### config.mk
export PLATFORM = sky130hd
export DESIGN_NAME = wb_unit_flat
export DESIGN_NICKNAME = d
export VERILOG_FILES = /design/src/rtl/wb_unit_if.sv /design/src/rtl/wb_unit.sv /design/src/flat_wrapper.sv
export SDC_FILE = /design/constraint.sdc
export NUM_CORES = 1
export LEC_CHECK = 0
export ABC_AREA = 1
export CAP_MARGIN = 20
export CORE_ASPECT_RATIO = 1.1
export CORE_MARGIN = 4
export CORE_UTILIZATION = 45
export CTS_CLUSTER_DIAMETER = 200
export CTS_CLUSTER_SIZE = 30
export DETAILED_ROUTE_END_ITERATION = 8
export HOLD_SLACK_MARGIN = 0.1
export PLACE_DENSITY = 0.89
export SLEW_MARGIN = 5
export SYNTH_ARGS = -nofsm -noshare
export SYNTH_HDL_FRONTEND = slang
export SYNTH_SLANG_ARGS = --single-unit
### constraint.sdc
create_clock -name clock -period 4.49 [get_ports clock]
set_input_delay 1.347 -clock clock [delete_from_list [all_inputs] [get_ports clock]]
set_output_delay 1.347 -clock clock [all_outputs]
set_load 0.05 [all_outputs]
### src/rtl/wb_unit_if.sv
// Writeback bus bundle: EXU/LSU result channels, issue reservation, register-file write port and status.
interface wb_unit_if #(parameter int XLEN = 64);
    logic            exu_valid;
    logic            exu_ready;
    logic            exu_wen;
    logic [4:0]      exu_rdAddr;
    logic [XLEN-1:0] exu_data;
    logic            lsu_valid;
    logic            lsu_ready;
    logic [4:0]      lsu_rdAddr;
    logic [XLEN-1:0] lsu_data;
    logic [1:0]      lsu_size;
    logic            lsu_unsigned;
    logic            issue_valid;
    logic [4:0]      issue_rdAddr;
    logic            regCtrl_wen;
    logic [4:0]      regCtrl_rdAddr;
    logic [XLEN-1:0] rdData;
    logic [31:0]     busy;
    logic [63:0]     instret;
    logic            hazard_err;

    modport master (
        output exu_valid, exu_wen, exu_rdAddr, exu_data,
        output lsu_valid, lsu_rdAddr, lsu_data, lsu_size, lsu_unsigned,
        output issue_valid, issue_rdAddr,
        input  exu_ready, lsu_ready,
        input  regCtrl_wen, regCtrl_rdAddr, rdData, busy, instret, hazard_err
    );

    modport slave (
        input  exu_valid, exu_wen, exu_rdAddr, exu_data,
        input  lsu_valid, lsu_rdAddr, lsu_data, lsu_size, lsu_unsigned,
        input  issue_valid, issue_rdAddr,
        output exu_ready, lsu_ready,
        output regCtrl_wen, regCtrl_rdAddr, rdData, busy, instret, hazard_err
    );
endinterface

### src/rtl/wb_unit.sv
// Writeback unit: arbitrates EXU/LSU results into one registered register-file write,
// extends load data, tracks a busy scoreboard, retired count and reservation hazards.
module wb_unit #(
    parameter int XLEN         = 64,
    parameter int STARVE_LIMIT = 4
) (
    input logic       clock,
    input logic       reset,
    wb_unit_if.slave  bus
);
    logic [2:0]      starve_cnt;
    logic            force_exu;
    logic            exu_acc;
    logic            lsu_acc;
    logic            acc;
    logic            acc_wen;
    logic            sel_wen;
    logic [4:0]      acc_addr;
    logic [XLEN-1:0] acc_data;
    logic [XLEN-1:0] load_ext;
    logic [31:0]     set_mask;
    logic [31:0]     clr_mask;
    logic [31:0]     busy_nxt;

    logic            wen_q;
    logic [4:0]      addr_q;
    logic [XLEN-1:0] data_q;
    logic [31:0]     busy_q;
    logic [63:0]     instret_q;
    logic            hazard_q;

    assign force_exu     = (starve_cnt == 3'(STARVE_LIMIT));
    // Ready lines are forced low during reset so nothing handshakes while the unit is cleared.
    assign bus.lsu_ready = !reset && !force_exu;
    assign bus.exu_ready = !reset && (force_exu || !bus.lsu_valid);
    assign lsu_acc       = bus.lsu_valid && bus.lsu_ready;
    assign exu_acc       = bus.exu_valid && bus.exu_ready;
    assign acc           = lsu_acc || exu_acc;

    always_comb begin
        load_ext = bus.lsu_data;
        case (bus.lsu_size)
            2'd0: load_ext = bus.lsu_unsigned ? {{(XLEN-8){1'b0}}, bus.lsu_data[7:0]}
                                              : {{(XLEN-8){bus.lsu_data[7]}}, bus.lsu_data[7:0]};
            2'd1: load_ext = bus.lsu_unsigned ? {{(XLEN-16){1'b0}}, bus.lsu_data[15:0]}
                                              : {{(XLEN-16){bus.lsu_data[15]}}, bus.lsu_data[15:0]};
            2'd2: load_ext = bus.lsu_unsigned ? {{(XLEN-32){1'b0}}, bus.lsu_data[31:0]}
                                              : {{(XLEN-32){bus.lsu_data[31]}}, bus.lsu_data[31:0]};
            default: load_ext = bus.lsu_data;
        endcase
    end

    // The two acceptances are mutually exclusive by construction of the ready lines.
    always_comb begin
        acc_addr = bus.exu_rdAddr;
        acc_data = bus.exu_data;
        sel_wen  = bus.exu_wen;
        if (lsu_acc) begin
            acc_addr = bus.lsu_rdAddr;
            acc_data = load_ext;
            sel_wen  = 1'b1;
        end
        acc_wen  = acc && sel_wen && (acc_addr != 5'd0);
    end

    always_comb begin
        set_mask = 32'd0;
        clr_mask = 32'd0;
        if (bus.issue_valid && bus.issue_rdAddr != 5'd0)
            set_mask = 32'd1 << bus.issue_rdAddr;
        if (acc_wen)
            clr_mask = 32'd1 << acc_addr;
        busy_nxt = ((busy_q & ~clr_mask) | set_mask) & ~32'd1;
    end

    always_ff @(posedge clock or posedge reset) begin
        if (reset) begin
            wen_q      <= 1'b0;
            addr_q     <= 5'd0;
            data_q     <= '0;
            busy_q     <= 32'd0;
            instret_q  <= 64'd0;
            hazard_q   <= 1'b0;
            starve_cnt <= 3'd0;
        end else begin
            wen_q  <= acc_wen;
            busy_q <= busy_nxt;
            if (acc) begin
                addr_q    <= acc_addr;
                data_q    <= acc_data;
                instret_q <= instret_q + 64'd1;
            end
            if (bus.issue_valid && bus.issue_rdAddr != 5'd0 && busy_q[bus.issue_rdAddr])
                hazard_q <= 1'b1;
            if (exu_acc || !bus.exu_valid)
                starve_cnt <= 3'd0;
            else if (bus.lsu_valid && !force_exu)
                starve_cnt <= starve_cnt + 3'd1;
        end
    end

    assign bus.regCtrl_wen    = wen_q;
    assign bus.regCtrl_rdAddr = addr_q;
    assign bus.rdData         = data_q;
    assign bus.busy           = busy_q;
    assign bus.instret        = instret_q;
    assign bus.hazard_err     = hazard_q;
endmodule

### src/flat_wrapper.sv
// flat-port wrapper written by rule: the top's interface ports become plain ports
module wb_unit_flat 
#(
    parameter int XLEN         = 64,
    parameter int STARVE_LIMIT = 4
)
  (clock, reset, bus_exu_valid, bus_exu_wen, bus_exu_rdAddr, bus_exu_data, bus_lsu_valid, bus_lsu_rdAddr, bus_lsu_data, bus_lsu_size, bus_lsu_unsigned, bus_issue_valid, bus_issue_rdAddr, bus_exu_ready, bus_lsu_ready, bus_regCtrl_wen, bus_regCtrl_rdAddr, bus_rdData, bus_busy, bus_instret, bus_hazard_err);
  wb_unit_if #(.XLEN(XLEN)) bus_i ();
  input logic clock;
  input logic reset;
  input wire logic [$bits(bus_i.exu_valid)-1:0] bus_exu_valid;
  input wire logic [$bits(bus_i.exu_wen)-1:0] bus_exu_wen;
  input wire logic [$bits(bus_i.exu_rdAddr)-1:0] bus_exu_rdAddr;
  input wire logic [$bits(bus_i.exu_data)-1:0] bus_exu_data;
  input wire logic [$bits(bus_i.lsu_valid)-1:0] bus_lsu_valid;
  input wire logic [$bits(bus_i.lsu_rdAddr)-1:0] bus_lsu_rdAddr;
  input wire logic [$bits(bus_i.lsu_data)-1:0] bus_lsu_data;
  input wire logic [$bits(bus_i.lsu_size)-1:0] bus_lsu_size;
  input wire logic [$bits(bus_i.lsu_unsigned)-1:0] bus_lsu_unsigned;
  input wire logic [$bits(bus_i.issue_valid)-1:0] bus_issue_valid;
  input wire logic [$bits(bus_i.issue_rdAddr)-1:0] bus_issue_rdAddr;
  output wire logic [$bits(bus_i.exu_ready)-1:0] bus_exu_ready;
  output wire logic [$bits(bus_i.lsu_ready)-1:0] bus_lsu_ready;
  output wire logic [$bits(bus_i.regCtrl_wen)-1:0] bus_regCtrl_wen;
  output wire logic [$bits(bus_i.regCtrl_rdAddr)-1:0] bus_regCtrl_rdAddr;
  output wire logic [$bits(bus_i.rdData)-1:0] bus_rdData;
  output wire logic [$bits(bus_i.busy)-1:0] bus_busy;
  output wire logic [$bits(bus_i.instret)-1:0] bus_instret;
  output wire logic [$bits(bus_i.hazard_err)-1:0] bus_hazard_err;
  assign bus_i.exu_valid = bus_exu_valid;
  assign bus_i.exu_wen = bus_exu_wen;
  assign bus_i.exu_rdAddr = bus_exu_rdAddr;
  assign bus_i.exu_data = bus_exu_data;
  assign bus_i.lsu_valid = bus_lsu_valid;
  assign bus_i.lsu_rdAddr = bus_lsu_rdAddr;
  assign bus_i.lsu_data = bus_lsu_data;
  assign bus_i.lsu_size = bus_lsu_size;
  assign bus_i.lsu_unsigned = bus_lsu_unsigned;
  assign bus_i.issue_valid = bus_issue_valid;
  assign bus_i.issue_rdAddr = bus_issue_rdAddr;
  assign bus_exu_ready = bus_i.exu_ready;
  assign bus_lsu_ready = bus_i.lsu_ready;
  assign bus_regCtrl_wen = bus_i.regCtrl_wen;
  assign bus_regCtrl_rdAddr = bus_i.regCtrl_rdAddr;
  assign bus_rdData = bus_i.rdData;
  assign bus_busy = bus_i.busy;
  assign bus_instret = bus_i.instret;
  assign bus_hazard_err = bus_i.hazard_err;
  wb_unit #(.XLEN(XLEN), .STARVE_LIMIT(STARVE_LIMIT)) u_core (.clock(clock), .reset(reset), .bus(bus_i));
endmodule
==> results of run 1 <==
## cell families after synthesis
family	count (synthesis)	share of synthesized area (%)
AOI/OAI and AO/OA	123	6.57
buffers and inverters	166	7.16
DFF	169	43.0
and+or+nand+nor	894	38.9
adders and majority gates	3	0.381
muxes	1	0.102
other	1	0.0381
xor gates and xnor gates	44	3.92
## metal layers
layer	up-vias	GRT usage (%)	part of all wire [%]
li1	5049	-	-
met1	5003	33.1	37
met2	569	46.9	49
met3	108	7.35	9.0
met4	0	13.4	4.8
met5	-	0	0
## cell usage after synthesis, types with 8 or more instances
library cell	instances
a21oi_1	17
buf_2	28
clkbuf_1	20
dfrtp_1	169
inv_1	104
nand2_1	490
nand3_1	160
nand3b_1	12
nand4_1	23
nor2_1	167
nor2_4	8
nor3_1	9
o21ai_0	79
o21ai_1	21
xnor2_1	20
xor2_1	24
## flip-flops by register name, indices dropped and copies added, names as in the netlist
name,count
u_core.bus.regCtrl_wen,1
u_core.bus.busy,31
u_core.bus.instret,64
u_core.bus.hazard_err,1
u_core.bus.regCtrl_rdAddr,5
u_core.starve_cnt,3
u_core.bus.rdData,64
## layout make-up
class / instances / share of cell area, %
Multi-Input combinational cell: 1066 / 35.6
Sequential cell: 169 / 30.5
Inverter: 108 / 2.96
Clock inverter: 13 / 1.04
Timing Repair Buffer: 332 / 24.1
Tap cell: 290 / 2.62
Clock buffer: 19 / 3.20
## power groups by stage
stage / clock (mW) / sequential [mW] / combinational [mW]
6_report: 1.49 / 1.92 / 1.81
5_1_grt: 1.59 / 1.94 / 1.92
4_1_cts: 1.51 / 1.92 / 1.82
3_5_place_dp: 0 / 1.95 / 1.81
3_3_place_gp: 0 / 1.94 / 1.78
2_1_floorplan: 0 / 2.57 / 0.431
## per-stage QoR
stage | instance area, um2 | utilization, % | std cells | setup slack (ps)
after floorplan | 9850 | - | 1401 | 760
after global placement | 13300 | 61.9 | 1965 | 479
after detailed placement | 13300 | 61.9 | 1965 | 305
after CTS | 13900 | 64.6 | 1997 | 678
after global routing | 13900 | 64.6 | 1997 | 381
final | 13900 | 64.6 | 1997 | 697
## worst paths after layout
path,end,slack [ps],cells after the start
max in group asynchronous,u_core.bus.instret[56],1950,3
worst min-delay path,u_core.bus.rdData[3],490,2
worst max-delay path,u_core.bus.busy[18],700,7
worst min register to register,u_core.bus.rdData[3],490,2
min in group asynchronous,u_core.bus.rdData[5],1390,2
worst max register to register,u_core.bus.busy[18],1650,8
## critical path, delay by kind of cell
family	cells	cell delay (ps)
AOI/OAI and AO/OA	3	1080
buffers and inverters	3	1310
and+or+nand+nor	1	320
==> impl_metrics.env, run 1 <==
export IMPL_regArea_mm2=0.00423
export IMPL_fin_nets=1849
export IMPL_period_needed_ps=3790
export IMPL_cpMaxStageDelayCell="o21ai_2"
export IMPL_syn_to_final_growth_pct=40.7
export IMPL_end_kind="register"
export IMPL_dieWidth_um=149
export IMPL_via_per_inst=5.37
export IMPL_die_area_mm2=0.0243
export IMPL_cts_tree="done"
export IMPL_worstMarginPinSlew_ps=867
export IMPL_sw_frac_of_total_pct=40.1
export IMPL_seqPwrFrac_pct=36.8
export IMPL_power_switching_mw=2.10
export IMPL_cp_arrival_ps=4080
export IMPL_ir_drop_mv=0.240
export IMPL_rr_startpoint="u_core.starve_cnt[0]"
export IMPL_track_usage_pct=27.9
export IMPL_cp_start_kind="input pin"
export IMPL_coreArea_mm2=0.0214
export IMPL_io_buffers=319
export IMPL_cts_inserted_buffers=17
export IMPL_p_leak_nw=6.25
export IMPL_fill_cells=1873
export IMPL_grt_pass1_vias=10396
export IMPL_p_int_mw=3.13
export IMPL_initial_core_util_pct=45.9
export IMPL_synth_area_mm2=0.00984
export IMPL_fin_crit_sh_pct=84.5
export IMPL_diodes=0
export IMPL_finalWirelength_um=34400
export IMPL_clock_sinks=169
export IMPL_synth_edff_count=0
export IMPL_maxCapViolCount=0
export IMPL_synth_net_count=1556
export IMPL_h_tree_depth=4
export IMPL_gp_congestion=0.956
export IMPL_post_cts_buffers=0
export IMPL_clk_pin_slew_ps=70
export IMPL_ios=321
export IMPL_clock_skew_ps=14.1
export IMPL_grt_pass1_wl_um=54000
export IMPL_fmax_ghz=0.264
export IMPL_status="finished clean"
export IMPL_synth_seq_area_share_pct=43.0
export IMPL_setup_viol=0
export IMPL_critPathLaunch="reset"
export IMPL_antenna_found_initial=0
export IMPL_post_cts_hold_buffer_count=0
export IMPL_clock_path_buffers=2
export IMPL_clockPowerShare_pct=28.5
export IMPL_holdCritPathClass="reg -> reg"
export IMPL_layout_cells_most_common_list="nand2_1 (489), clkdlybuf4s50_1 (317), dfrtp_1 (169)"
export IMPL_ys_flop_type="dfrtp_1"
export IMPL_grt_max_degree=152
export IMPL_hold_slack_ps=488
export IMPL_final_common_cell="nand2_1"
export IMPL_clock_latency_ps=440
export IMPL_cts_repair_resized=0
export IMPL_ant_nets=0
export IMPL_synth_cell_types=40
export IMPL_vias=10729
export IMPL_slew_headroom_pct=42.2
export IMPL_dr_pass1_iters=6
export IMPL_pwr_share_comb_pct=34.7
export IMPL_cp_slowest_stage_delay_ps=670
export IMPL_grt_overflow=0
export IMPL_crit_top_cell="o21ai_0"
export IMPL_place_hpwl_um=25900
export IMPL_cts_root_buf="clkbuf_16"
export IMPL_drc=0
export IMPL_powerDensity_mw_per_mm2=377
export IMPL_die_y_um=163
export IMPL_worst_hold_startpoint="u_core.bus.rdData[3]"
export IMPL_drt_initial_drc_count=1025
export IMPL_ys_warn_count=0
export IMPL_rsz0062_at_grt="no"
export IMPL_crit_fanout=26
export IMPL_power_total_mw=5.23
export IMPL_synth_largest_area_cell="dfrtp_1"
export IMPL_syn_avg_cell_area_um2=7.03
export IMPL_fin_setup_tns_ps=0
export IMPL_path_cells="clkdlybuf4s50_1 > inv_6 > nand3_4 > o21ai_2 > inv_1 > o21ai_0 > o21ai_0"
export IMPL_finalHoldViolations=0
export IMPL_syn_inst=1401
export IMPL_crit_type="in -> reg"
export IMPL_ys_async_sr_fraction_pct=100
export IMPL_rows=56
export IMPL_wl_per_cell_um=17.2
export IMPL_multiInputGateArea_mm2=0.00493
export IMPL_synth_area_leaders="dfrtp_1 (43%), nand2_1 (19%), nand3_1 (8.1%)"
export IMPL_cp_data_required_time_ps=4770
export IMPL_synth_top_area_share_pct=43.0
export IMPL_drive_gt1_share_pct=4.63
export IMPL_ys_ff_latch=169
export IMPL_finalMaxSlewViolations=0
Power figures use the tool's default switching activity.
==> run 2, diff against run 1 <==
clock period = 3.73 ns   (was 4.49 ns; I/O delays follow)
==> impl_metrics.env, run 2 (same netlist as run 1, synthesis figures left out) <==
export IMPL_status="complete, but fails checks"
export IMPL_failed_checks="DRC"
export IMPL_p_int_mw=3.67
export IMPL_ant_nets=0
export IMPL_grt_pass1_vias=10616
export IMPL_post_cts_hold_buffer_count=0
export IMPL_gp_congestion=0.968
export IMPL_die_area_mm2=0.0243
export IMPL_syn_to_final_growth_pct=40.7
export IMPL_grt_max_degree=144
export IMPL_wl_per_cell_um=17.1
export IMPL_worstMarginPinSlew_ps=844
export IMPL_drive_gt1_share_pct=4.96
export IMPL_cp_data_required_time_ps=2610
export IMPL_track_usage_pct=27.7
export IMPL_post_cts_buffers=0
export IMPL_holdCritPathClass="reg -> reg"
export IMPL_cp_arrival_ps=2300
export IMPL_finalWirelength_um=34300
export IMPL_pwr_share_comb_pct=35.5
export IMPL_ios=321
export IMPL_via_per_inst=5.36
export IMPL_rows=56
export IMPL_cts_root_buf="clkbuf_16"
export IMPL_dieWidth_um=149
export IMPL_slew_headroom_pct=43.7
export IMPL_initial_core_util_pct=45.9
export IMPL_final_common_cell="nand2_1"
export IMPL_cts_inserted_buffers=17
export IMPL_antenna_found_initial=0
export IMPL_rsz0062_at_grt="no"
export IMPL_setup_viol=0
export IMPL_cts_tree="done"
export IMPL_place_hpwl_um=26200
export IMPL_rr_endpoint="u_core.bus.busy[8]"
export IMPL_finalMaxSlewViolations=0
export IMPL_dp_slack_ps=303
export IMPL_layout_cells_non_filler=2004
export IMPL_clock_skew_ps=12.9
export IMPL_cp_slowest_stage_delay_ps=500
export IMPL_cts_repair_resized=0
export IMPL_die_y_um=163
export IMPL_fin_nets=1856
export IMPL_diodes=0
export IMPL_finalHoldViolations=0
export IMPL_power_total_mw=6.17
export IMPL_fin_crit_sh_pct=91.8
export IMPL_coreArea_mm2=0.0214
export IMPL_layout_cells_most_common_list="nand2_1 (489), clkdlybuf4s50_1 (317), dfrtp_1 (169)"
export IMPL_powerDensity_mw_per_mm2=446
export IMPL_crit_fanout=5
export IMPL_grt_overflow=0
export IMPL_dr_pass1_iters=9
export IMPL_clockPowerShare_pct=27.0
export IMPL_fmax_ghz=0.292
export IMPL_vias=10732
export IMPL_reg2reg_slack_ps=1310
export IMPL_ir_drop_mv=0.275
export IMPL_clk_pin_slew_ps=70
export IMPL_maxCapViolCount=0
export IMPL_crit_type="in -> out"
export IMPL_utilization_pct=64.6
export IMPL_hold_path_cell_count=2
export IMPL_fin_setup_tns_ps=0
export IMPL_drc=1
export IMPL_rr_startpoint="u_core.starve_cnt[0]"
export IMPL_cpMaxStageDelayCell="clkdlybuf4s50_1"
export IMPL_period_needed_ps=3420
export IMPL_h_tree_depth=4
export IMPL_p_leak_nw=6.24
export IMPL_fill_cells=1824
export IMPL_path_cells="clkdlybuf4s50_1 > nand2_2 > inv_1 > nor2_1 > buf_12"
export IMPL_worst_hold_startpoint="u_core.bus.rdData[5]"
export IMPL_reg2reg_depth=10
export IMPL_seqPwrFrac_pct=37.5
export IMPL_setup_ws_ps=306
export IMPL_io_buffers=319
export IMPL_clock_latency_ps=420
export IMPL_power_switching_mw=2.50
export IMPL_cp_start_kind="input pin"
export IMPL_end_kind="primary output"
export IMPL_clock_sinks=169
export IMPL_sw_frac_of_total_pct=40.5
export IMPL_grt_pass1_wl_um=54100
export IMPL_clock_path_buffers=2
export IMPL_min_delay_worst_endpoint="u_core.bus.rdData[5]"
export IMPL_place_inst=1972
export IMPL_drt_initial_drc_count=953
run 2: worst max path at each step:
stage                        from  slack (ps)  cells past startpoint                     end
detailed placement  bus_lsu_valid         300                      5           bus_exu_ready
finish              bus_lsu_valid         310                      5           bus_exu_ready
global route        bus_lsu_valid         240                      5           bus_exu_ready
CTS                 bus_lsu_valid         290                      5           bus_exu_ready
global placement    bus_lsu_valid         250                      5           bus_exu_ready
floorplan                   reset         250                      8  u_core.bus.instret[21]
run 2: cell type report:
class                   count  area (um2)  area share, %
repair buffers            339        3380           24.4
well taps                 290         363           2.62
clock inverters            13         111          0.804
inverters                 108         410           2.96
flip-flops and latches    169        4230           30.5
clock buffers              19         433           3.13
multi-input cells        1066        4930           35.6
run 2: critical path: cells and delay by family:
kind	cells	cell delay, ps
buffers and inverters	3	780
and+or+nand+nor	2	400
run 2: metal layers:
layer  track usage [%]  part of all wire (%)
met1              32.4                    36
met2              47.1                    49
met3              6.58                   8.8
met4              14.6                   5.4
met5                 0                     0
run 2: through the flow:
stage	hold WS, ps	area [um2]
6_report	484	13900
5_1_grt	520	13900
4_1_cts	487	13900
3_5_place_dp	468	13300
3_3_place_gp	465	13300
2_1_floorplan	534	9850
run 2: power by group through the flow:
| stage | Combinational (mW) | Clock (mW) | Sequential (mW) |
|---|---|---|---|
| finish | 2.19 | 1.67 | 2.32 |
| global route | 2.31 | 1.78 | 2.34 |
| detailed placement | 2.18 | 0 | 2.34 |
| global placement | 2.15 | 0 | 2.33 |
| CTS | 2.19 | 1.69 | 2.31 |
| floorplan | 0.519 | 0 | 3.09 |
